$ cat src/rtl/mem_responder.sv
// 32 x 8 memory slave with strobe FSM, saturating access counters and sticky error flags.
// Optional per-word even parity is built when MEM_PARITY_EN is defined.
module mem_responder #(
  parameter logic [7:0] INIT_DATA = 8'h00
) (
  input  logic       clk,
  input  logic       rst,
  input  logic [4:0] addr,
  input  logic [7:0] data_in,
  input  logic       read,
  input  logic       write,
  output logic [7:0] data_out,
  input  logic       par_inject,
  output logic       err,
  output logic       par_err,
  output logic [7:0] wr_count,
  output logic [7:0] rd_count
);

  typedef enum logic [1:0] {IDLE, WR, RD} state_t;

  state_t     state_q, state_d;
  logic [7:0] mem_q [32];
  logic [7:0] hold_q;
  logic [7:0] wr_count_q, rd_count_q;
  logic       err_q;
  logic       wr_en, rd_only, collide;
  logic       wr_inc, rd_inc;

  assign collide = read & write;
  assign wr_en   = write & ~read;
  assign rd_only = read & ~write;

  // A collision holds state, so an ongoing strobe is not re-counted afterwards.
  always_comb begin
    state_d = state_q;
    wr_inc  = 1'b0;
    rd_inc  = 1'b0;
    case (state_q)
      IDLE: begin
        if (wr_en) begin
          state_d = WR;
          wr_inc  = 1'b1;
        end else if (rd_only) begin
          state_d = RD;
          rd_inc  = 1'b1;
        end
      end
      WR: begin
        if (rd_only) begin
          state_d = RD;
          rd_inc  = 1'b1;
        end else if (!write) begin
          state_d = IDLE;
        end
      end
      RD: begin
        if (wr_en) begin
          state_d = WR;
          wr_inc  = 1'b1;
        end else if (!read) begin
          state_d = IDLE;
        end
      end
      default: state_d = IDLE;
    endcase
  end

  always_ff @(posedge clk) begin
    if (rst) state_q <= IDLE;
    else     state_q <= state_d;
  end

  always_ff @(posedge clk) begin
    if (rst) begin
      for (int i = 0; i < 32; i++) mem_q[i] <= INIT_DATA;
    end else if (wr_en) begin
      mem_q[addr] <= data_in;
    end
  end

  always_ff @(posedge clk) begin
    if (rst) begin
      hold_q     <= 8'h00;
      wr_count_q <= 8'h00;
      rd_count_q <= 8'h00;
      err_q      <= 1'b0;
    end else begin
      if (read) hold_q <= mem_q[addr];
      if (collide) err_q <= 1'b1;
      if (wr_inc && wr_count_q != 8'hFF) wr_count_q <= wr_count_q + 8'd1;
      if (rd_inc && rd_count_q != 8'hFF) rd_count_q <= rd_count_q + 8'd1;
    end
  end

  assign data_out = read ? mem_q[addr] : hold_q;
  assign err      = err_q;
  assign wr_count = wr_count_q;
  assign rd_count = rd_count_q;

`ifdef MEM_PARITY_EN
  logic [31:0] par_q;
  logic        par_err_q;

  always_ff @(posedge clk) begin
    if (rst) begin
      par_q     <= {32{^INIT_DATA}};
      par_err_q <= 1'b0;
    end else begin
      if (wr_en) par_q[addr] <= (^data_in) ^ par_inject;
      if (read && ((^mem_q[addr]) != par_q[addr])) par_err_q <= 1'b1;
    end
  end

  assign par_err = par_err_q;
`else
  logic unused_par_inject;
  assign unused_par_inject = par_inject;
  assign par_err           = 1'b0;
`endif

endmodule

$ cat config.mk
export PLATFORM = sky130hd
export DESIGN_NAME = mem_responder
export DESIGN_NICKNAME = d
export VERILOG_FILES = /design/src/rtl/mem_responder.sv
export SDC_FILE = /design/constraint.sdc
export NUM_CORES = 1
export LEC_CHECK = 0
export ABC_AREA = 1
export CAP_MARGIN = 20
export CELL_PAD_IN_SITES_DETAIL_PLACEMENT = 0
export CELL_PAD_IN_SITES_GLOBAL_PLACEMENT = 2
export CORE_MARGIN = 2
export CORE_UTILIZATION = 41
export CTS_CLUSTER_SIZE = 12
export DETAILED_ROUTE_END_ITERATION = 10
export MAX_ROUTING_LAYER = met4
export PLACE_DENSITY = 0.92
export SLEW_MARGIN = 10
export SYNTH_ARGS = -nofsm -noshare
export SYNTH_HDL_FRONTEND = slang
export SYNTH_SLANG_ARGS = --single-unit
$ cat constraint.sdc
create_clock -name clk -period 5.8 [get_ports clk]
set_input_delay 0.58 -clock clk [delete_from_list [all_inputs] [get_ports clk]]
set_output_delay 0.58 -clock clk [all_outputs]
set_load 0.01 [all_outputs]
==> key figures <==
Timing
  • RSZ-0062 raised after global routing: false
  • Setup-failing EPs final: 0
  • Layout Skew: 12.6 ps
  • Pins Over Slew Limit: 0
  • Hold Vio Cnt, Final: 0
  • Crit path time final: between 3000 and 4000 ps
  • Fmax: between 200 and 300 MHz
  • Setup TNS: 0 ps
  • Relative slew slack: 0.354
  • Final worst-path cycle share: 0.673
  • Worst-Margin Slew: between 900 and 1000 ps

Critical path
  • WS Path Type: primary input to primary output
  • Crit start category: primary input
  • Terminus of the critical flop-to-flop path: wr_count[2]
  • FF-to-FF path depth: 6
  • Worst reg2reg setup slack: roughly 4000 ps
  • WP data arrival: roughly 3300 ps
  • Critical Path End Type: primary output
  • WP data required: around 5200 ps
  • Reg2reg start: wr_count[1]
  • Worst-path maximum fanout: 69

Run status
  • Outcome: finished, final reports clean

Die
  • Overall die width: between 150 and 200 µm
  • Die height: between 150 and 200 µm
  • Initial core utilization: 0.419
  • Core Region: 31700 µm²
  • IO Count: 44
  • Die area: 33800 µm²
  • # rows: 65

Power
  • Static Leak: 6.51 nW
  • Internal Power: 0.00359 W
  • Clock Power Share: 0.411
  • P_sw: about 0.0011 W
  • Power density over the cells: approximately 310 nW/µm²
  • Switching Fraction: 0.229
  • Register share of total power: 0.505
  • Maximum vdd drop: 0.000189 V
  • Combinational fraction of design power: 0.084

Routing
  • Avg Vias per Cell: about 5
  • Post-Route WL: roughly 33000 µm
  • Pre-antenna DRT Iters: 5
  • Routed Antenna Nets: 0
  • DRT iter0 DRCs: approximately 670
  • DRC Markers: 0
  • WL/cell: 16.5 µm
  • Via count: about 9700

CTS
  • H-tree depth: 1
  • Post-CTS Hold Buffers: 0
  • Clock Pin Slew Worst Setup and Hold Paths: about 60 ps
  • Clk Tree Root Cell: clkbuf_16
  • Setup Fix Bufs, Post-CTS: 0
  • Clock tree from TritonCTS: yes
  • Worst-Skew Late Latency: ~550 ps
  • Clk buf depth: 3
  • CTS buffer count: 31
  • Post-cts gate resize count: 0
  • Clk sink count: about 280

Finish
  • Most common cell after layout, fill and taps aside: nand2_1
  • # nets final: 1576
  • Non-Filler Instances: 1979
  • Most frequent cells in the layout: nand2_1, nor2_1, edfxtp_1, inv_1, clkdlybuf4s50_1
  • Final std cell area, no fill: ~15000 µm²
  • Share of layout cells above drive strength 1: 0.0736
  • Layout area overhead: 13.3%
  • Antenna cells: 0
  • Post-layout util: 0.474

Hold path
  • End of the worst hold path: err
  • Hold Crit Class: register to register
  • Hold Path Depth: 2
  • Worst Min Path Start: err

GRT
  • Antenna violations before repair: 0
  • Via count of the first global-routing pass: 9430
  • First-pass GRT wire length: around 52000 µm
  • Gr ovfl total: 0
  • Total GRT Usage: 0.204
  • Largest net degree at the start of global routing: 70

Placement
  • Final HPWL DP: 20400 µm
  • Post-DP Area: between 10000 and 15000 µm²
  • PortBufs: 41
  • Final GP Congestion: between 0.8 and 0.9
  • Placed cell count: 1920

Logic synthesis
  • Netlist cell types: 27
  • Yosys reg bits: about 280
  • Post-Synthesis Cells: ~1500
  • Syn_nets: ~1600
  • Syn. warnings: 0
  • Share of the synthesized area in the top cell type: 0.579
  • Register area share after synthesis: 0.620
  • Synth Cell Area: approximately 13000 µm²
  • Mean post-synth cell area: just under 9 µm²
  • Top cells by area, synth: edfxtp_1, nand2_1, nor2_1
  • Area leader, netlist: edfxtp_1

Job
  • Max-cap violations: 0
state kept, by name (all words and copies together), names as in the netlist:
name,cells
wr_count,8
mem_q,256
hold_q,8
err,1
state_q,2
rd_count,8
metrics by stage:
step | hold WS, ps | power [W] | setup slack (ps)
2_1_floorplan | 505 | 0.00264 | 3440
3_3_place_gp | 452 | 0.00278 | 1870
3_5_place_dp | 471 | 0.00279 | 1790
4_1_cts | 487 | 0.00470 | 1850
5_1_grt | 520 | 0.00484 | 1670
6_report | 484 | 0.00466 | 1900
critical path: stages:
cell,delay (ps)
buf_4,600
clkinv_2,140
buf_4,350
nand2_1,130
nand2_1,80
nand2_1,60
nand2_1,80
nand2_1,70
nand2_1,90
nor2_1,250
nand3_1,180
nand2_1,120
inv_1,60
clkdlybuf4s50_1,470
cell families (layout without fill, tap and decap cells):
| family | after synthesis | in the layout | synth area share |
|---|---|---|---|
| compound gates | 22 | 22 | 0.00848 |
| simple gates | 1086 | 1086 | 0.323 |
| other cells | 1 | 1 | 0.000282 |
| fa+ha+maj | 6 | 6 | 0.00565 |
| xor+xnor | 6 | 6 | 0.00396 |
| buf+inv | 131 | 173 | 0.0394 |
| flops | 283 | 283 | 0.620 |
layout make-up:
class                      instances  area (µm²)
sequential                       283        8230
inverter                          50         189
fill                            3069       16700
clock inverter                     5        52.6
clock buffer                      53         958
multi-input combinational       1121        4530
tap                              402         503
timing repair buffer              65         581
synth_stat cells:
library cell  number
a21oi_1           13
and3_1             1
buf_1              4
buf_2             19
buf_4              2
clkbuf_1          56
clkinv_1           1
conb_1             1
dfxtp_1           27
edfxtp_1         256
ha_1               6
inv_1             48
inv_2              1
nand2_1          691
nand2_2           32
nand3_1           29
nand4_1            5
nor2_1           303
nor2_2             1
nor3_1            12
nor3_4             3
nor4_1             2
o21ai_0            8
o21bai_1           1
or2_2              7
xnor2_1            2
xor2_1             4
per-layer routing:
layer  vias to the layer above  track usage  routed length [µm]
li1                       4905            -                   -
met1                      4563        0.271               15000
met2                       199        0.345               16000
met3                        31       0.0206                1310
met4                         0       0.0374                 396
met5                         -            -                   0
worst max-delay path by stage:
stage,start,slack (ps),to,cells past startpoint
global route,addr[0],1670,data_out[4],14
global placement,rst,1870,mem_q[8][7],8
detailed placement,rst,1790,mem_q[25][3],8
CTS,addr[0],1850,data_out[4],14
floorplan,read,3440,mem_q[3][0],7
finish,addr[0],1900,data_out[4],14
power by group through the flow:
stage	clock, W	sequential, W	combinational (W)
5_1_grt	0.00203	0.00236	0.000439
6_report	0.00191	0.00235	0.000390
3_3_place_gp	0	0.00239	0.000391
2_1_floorplan	0	0.00239	0.000253
3_5_place_dp	0	0.00239	0.000394
4_1_cts	0.00195	0.00235	0.000396
No activity file was read; power rests on OpenSTA's default activity.
==> variant: new RTL, same settings <==
Add an input register stage for `write`; this delays it by one clock. The other inputs are not delayed to match.
--- a/src/rtl/mem_responder.sv
+++ b/src/rtl/mem_responder.sv
@@ -20,4 +20,10 @@
   typedef enum logic [1:0] {IDLE, WR, RD} state_t;
 
+  logic write_q;
+
+  always_ff @(posedge clk) begin
+    write_q <= write;
+  end
+
   state_t     state_q, state_d;
   logic [7:0] mem_q [32];
@@ -28,7 +34,7 @@
   logic       wr_inc, rd_inc;
 
-  assign collide = read & write;
-  assign wr_en   = write & ~read;
-  assign rd_only = read & ~write;
+  assign collide = read & write_q;
+  assign wr_en   = write_q & ~read;
+  assign rd_only = read & ~write_q;
 
   // A collision holds state, so an ongoing strobe is not re-counted afterwards.
@@ -51,5 +57,5 @@
           state_d = RD;
           rd_inc  = 1'b1;
-        end else if (!write) begin
+        end else if (!write_q) begin
           state_d = IDLE;
         end
Formal check against the unedited RTL: not equivalent (Yosys sat finds a counterexample within 4 cycles, from zero or initial values and one cycle with rst high).
==> variant against the original RTL <==
Routed wire length up 2.4%. Sequential cell count up 1. Power down 5.0%. Register-to-register slack worse by 970 ps. Synthesized area down 0.52%. Fmax down 2.2%. Cell area down 1.2%. Setup slack worse by 89 ps. Largest power group unchanged.
==> variant: results (changes against the original RTL) <==
.. list-table::
   :header-rows: 1

   * - Metric
     - Value
   * - Highest clock rate
     - 0.250 GHz (-2.2%)
   * - Final estimated routing congestion in global placement
     - 0.824 (+2.6%)
   * - DP Cell Count
     - 1903 (-0.89%)
   * - Worst reg2reg setup slack
     - 3140 ps (-970 ps)
   * - Clock Latency Late Sink
     - 580 ps (+30 ps)
   * - CTS max path bufs
     - 3 (unchanged)
   * - Portion of the post-synthesis area used by sequential elements
     - 0.624 (+0.00474)
   * - Placement-stage worst setup slack
     - 1780 ps (-8.66 ps)
   * - Highest fanout seen on the critical path
     - 81 (+17%)
   * - Slew at the pin closest to its max-slew limit
     - 1020 ps (+50.4 ps)
   * - Routed vias
     - 9654 (-0.45%)
   * - Fin cells
     - 1961 (-0.91%)
   * - Count of cell types in the netlist
     - 28 (+3.7%)
   * - Number of clock sinks
     - 284 (+0.35%)
   * - Leak Pwr
     - 6.66 nW (+2.3%)
   * - Post-detailed-route wirelength per cell
     - 17.1 µm (+3.4%)
   * - Run status
     - completed
   * - Largest net degree at the start of global routing
     - 82 (+17%)
   * - Critical path destination
     - data_out[1]
   * - Ratio of cells with drive above 1 in the final layout
     - 0.0725 (-0.00108)
   * - Top cells by area, synth
     - sky130_fd_sc_hd__edfxtp_1, sky130_fd_sc_hd__nand2_1, sky130_fd_sc_hd__nor2_1
   * - Net count after synthesis
     - 1540 (-1.2%)
   * - Post-Syn Area per Cell
     - 8.69 µm² (+0.46%)
   * - End of the worst register-to-register path
     - mem_q[9][0]
   * - Initial DRC Count
     - 771 (+14%)
   * - First-pass GRT wire length
     - 52.3 mm (+1.5%)
   * - Overall routing resource usage
     - 0.209 (+0.00448)
   * - Placed wire-length estimate
     - 20.5 mm (+0.45%)
   * - Worst setup skew after layout
     - 21.0 ps (+8.44 ps)
-- variant: changes by cell type after synthesis, moves of 3 or more --
cell	delta
sky130_fd_sc_hd__nand3_1	+4
sky130_fd_sc_hd__buf_2	+5
sky130_fd_sc_hd__ha_1	-4
sky130_fd_sc_hd__nand4_1	-3
sky130_fd_sc_hd__nor2_1	-4
sky130_fd_sc_hd__nand2_1	-6
sky130_fd_sc_hd__clkbuf_1	-7
-- variant: worst min path at each step --
stage / startpoint / endpoint / slack, ps
floorplan: state_q[0] / state_q[0] / 460
global placement: rd_count[4] / rd_count[4] / 450
detailed placement: rd_count[4] / rd_count[4] / 460
CTS: write / write_q / 450
global route: write / write_q / 460
finish: rd_count[4] / rd_count[4] / 460
-- variant: layer usage --
metal | routed length (µm) | up-vias | global-route usage
met4 | 782 | 0 | 0.0538
li1 | - | 4842 | -
met2 | 16100 | 234 | 0.341
met5 | 0 | - | -
met1 | 14900 | 4513 | 0.279
met3 | 1670 | 65 | 0.0232
-- variant: cell families (layout without fill, tap and decap cells) --
family,Yosys count,after routing,synth area share
simple gates,1073,1073,0.320
flops,284,284,0.624
buf+inv,130,169,0.0403
compound gates,26,26,0.0106
xor+xnor,4,4,0.00265
fa+ha+maj,2,2,0.00189
other cells,1,1,0.000284
-- variant: metrics by stage --
stage | hold slack (ps) | power [mW]
final | 462 | 4.42
after global placement | 449 | 2.65
after global routing | 458 | 4.57
after detailed placement | 460 | 2.66
after CTS | 454 | 4.45
after floorplan | 461 | 2.53
-- variant: layout make-up --
| type | instances | area [µm²] |
|---|---|---|
| Timing Repair Buffer | 62 | 561 |
| Fill cell | 3025 | 16800 |
| Clock inverter | 17 | 92.6 |
| Sequential cell | 284 | 8250 |
| Inverter | 49 | 185 |
| Clock buffer | 41 | 833 |
| Multi-Input combinational cell | 1106 | 4440 |
| Tap cell | 402 | 503 |
-- variant: power breakdown --
part / switching (mW) / internal, mW
combinational: 0.234 / 0.0809
clock: 0.805 / 1.01
sequential: 0.0164 / 2.28
total: 1.06 / 3.37
-- variant: worst max-delay path, delay by kind of cell --
kind                   cells  cell delay (ps)
AND/OR/NAND/NOR            9             1060
buffers and inverters      5             1690
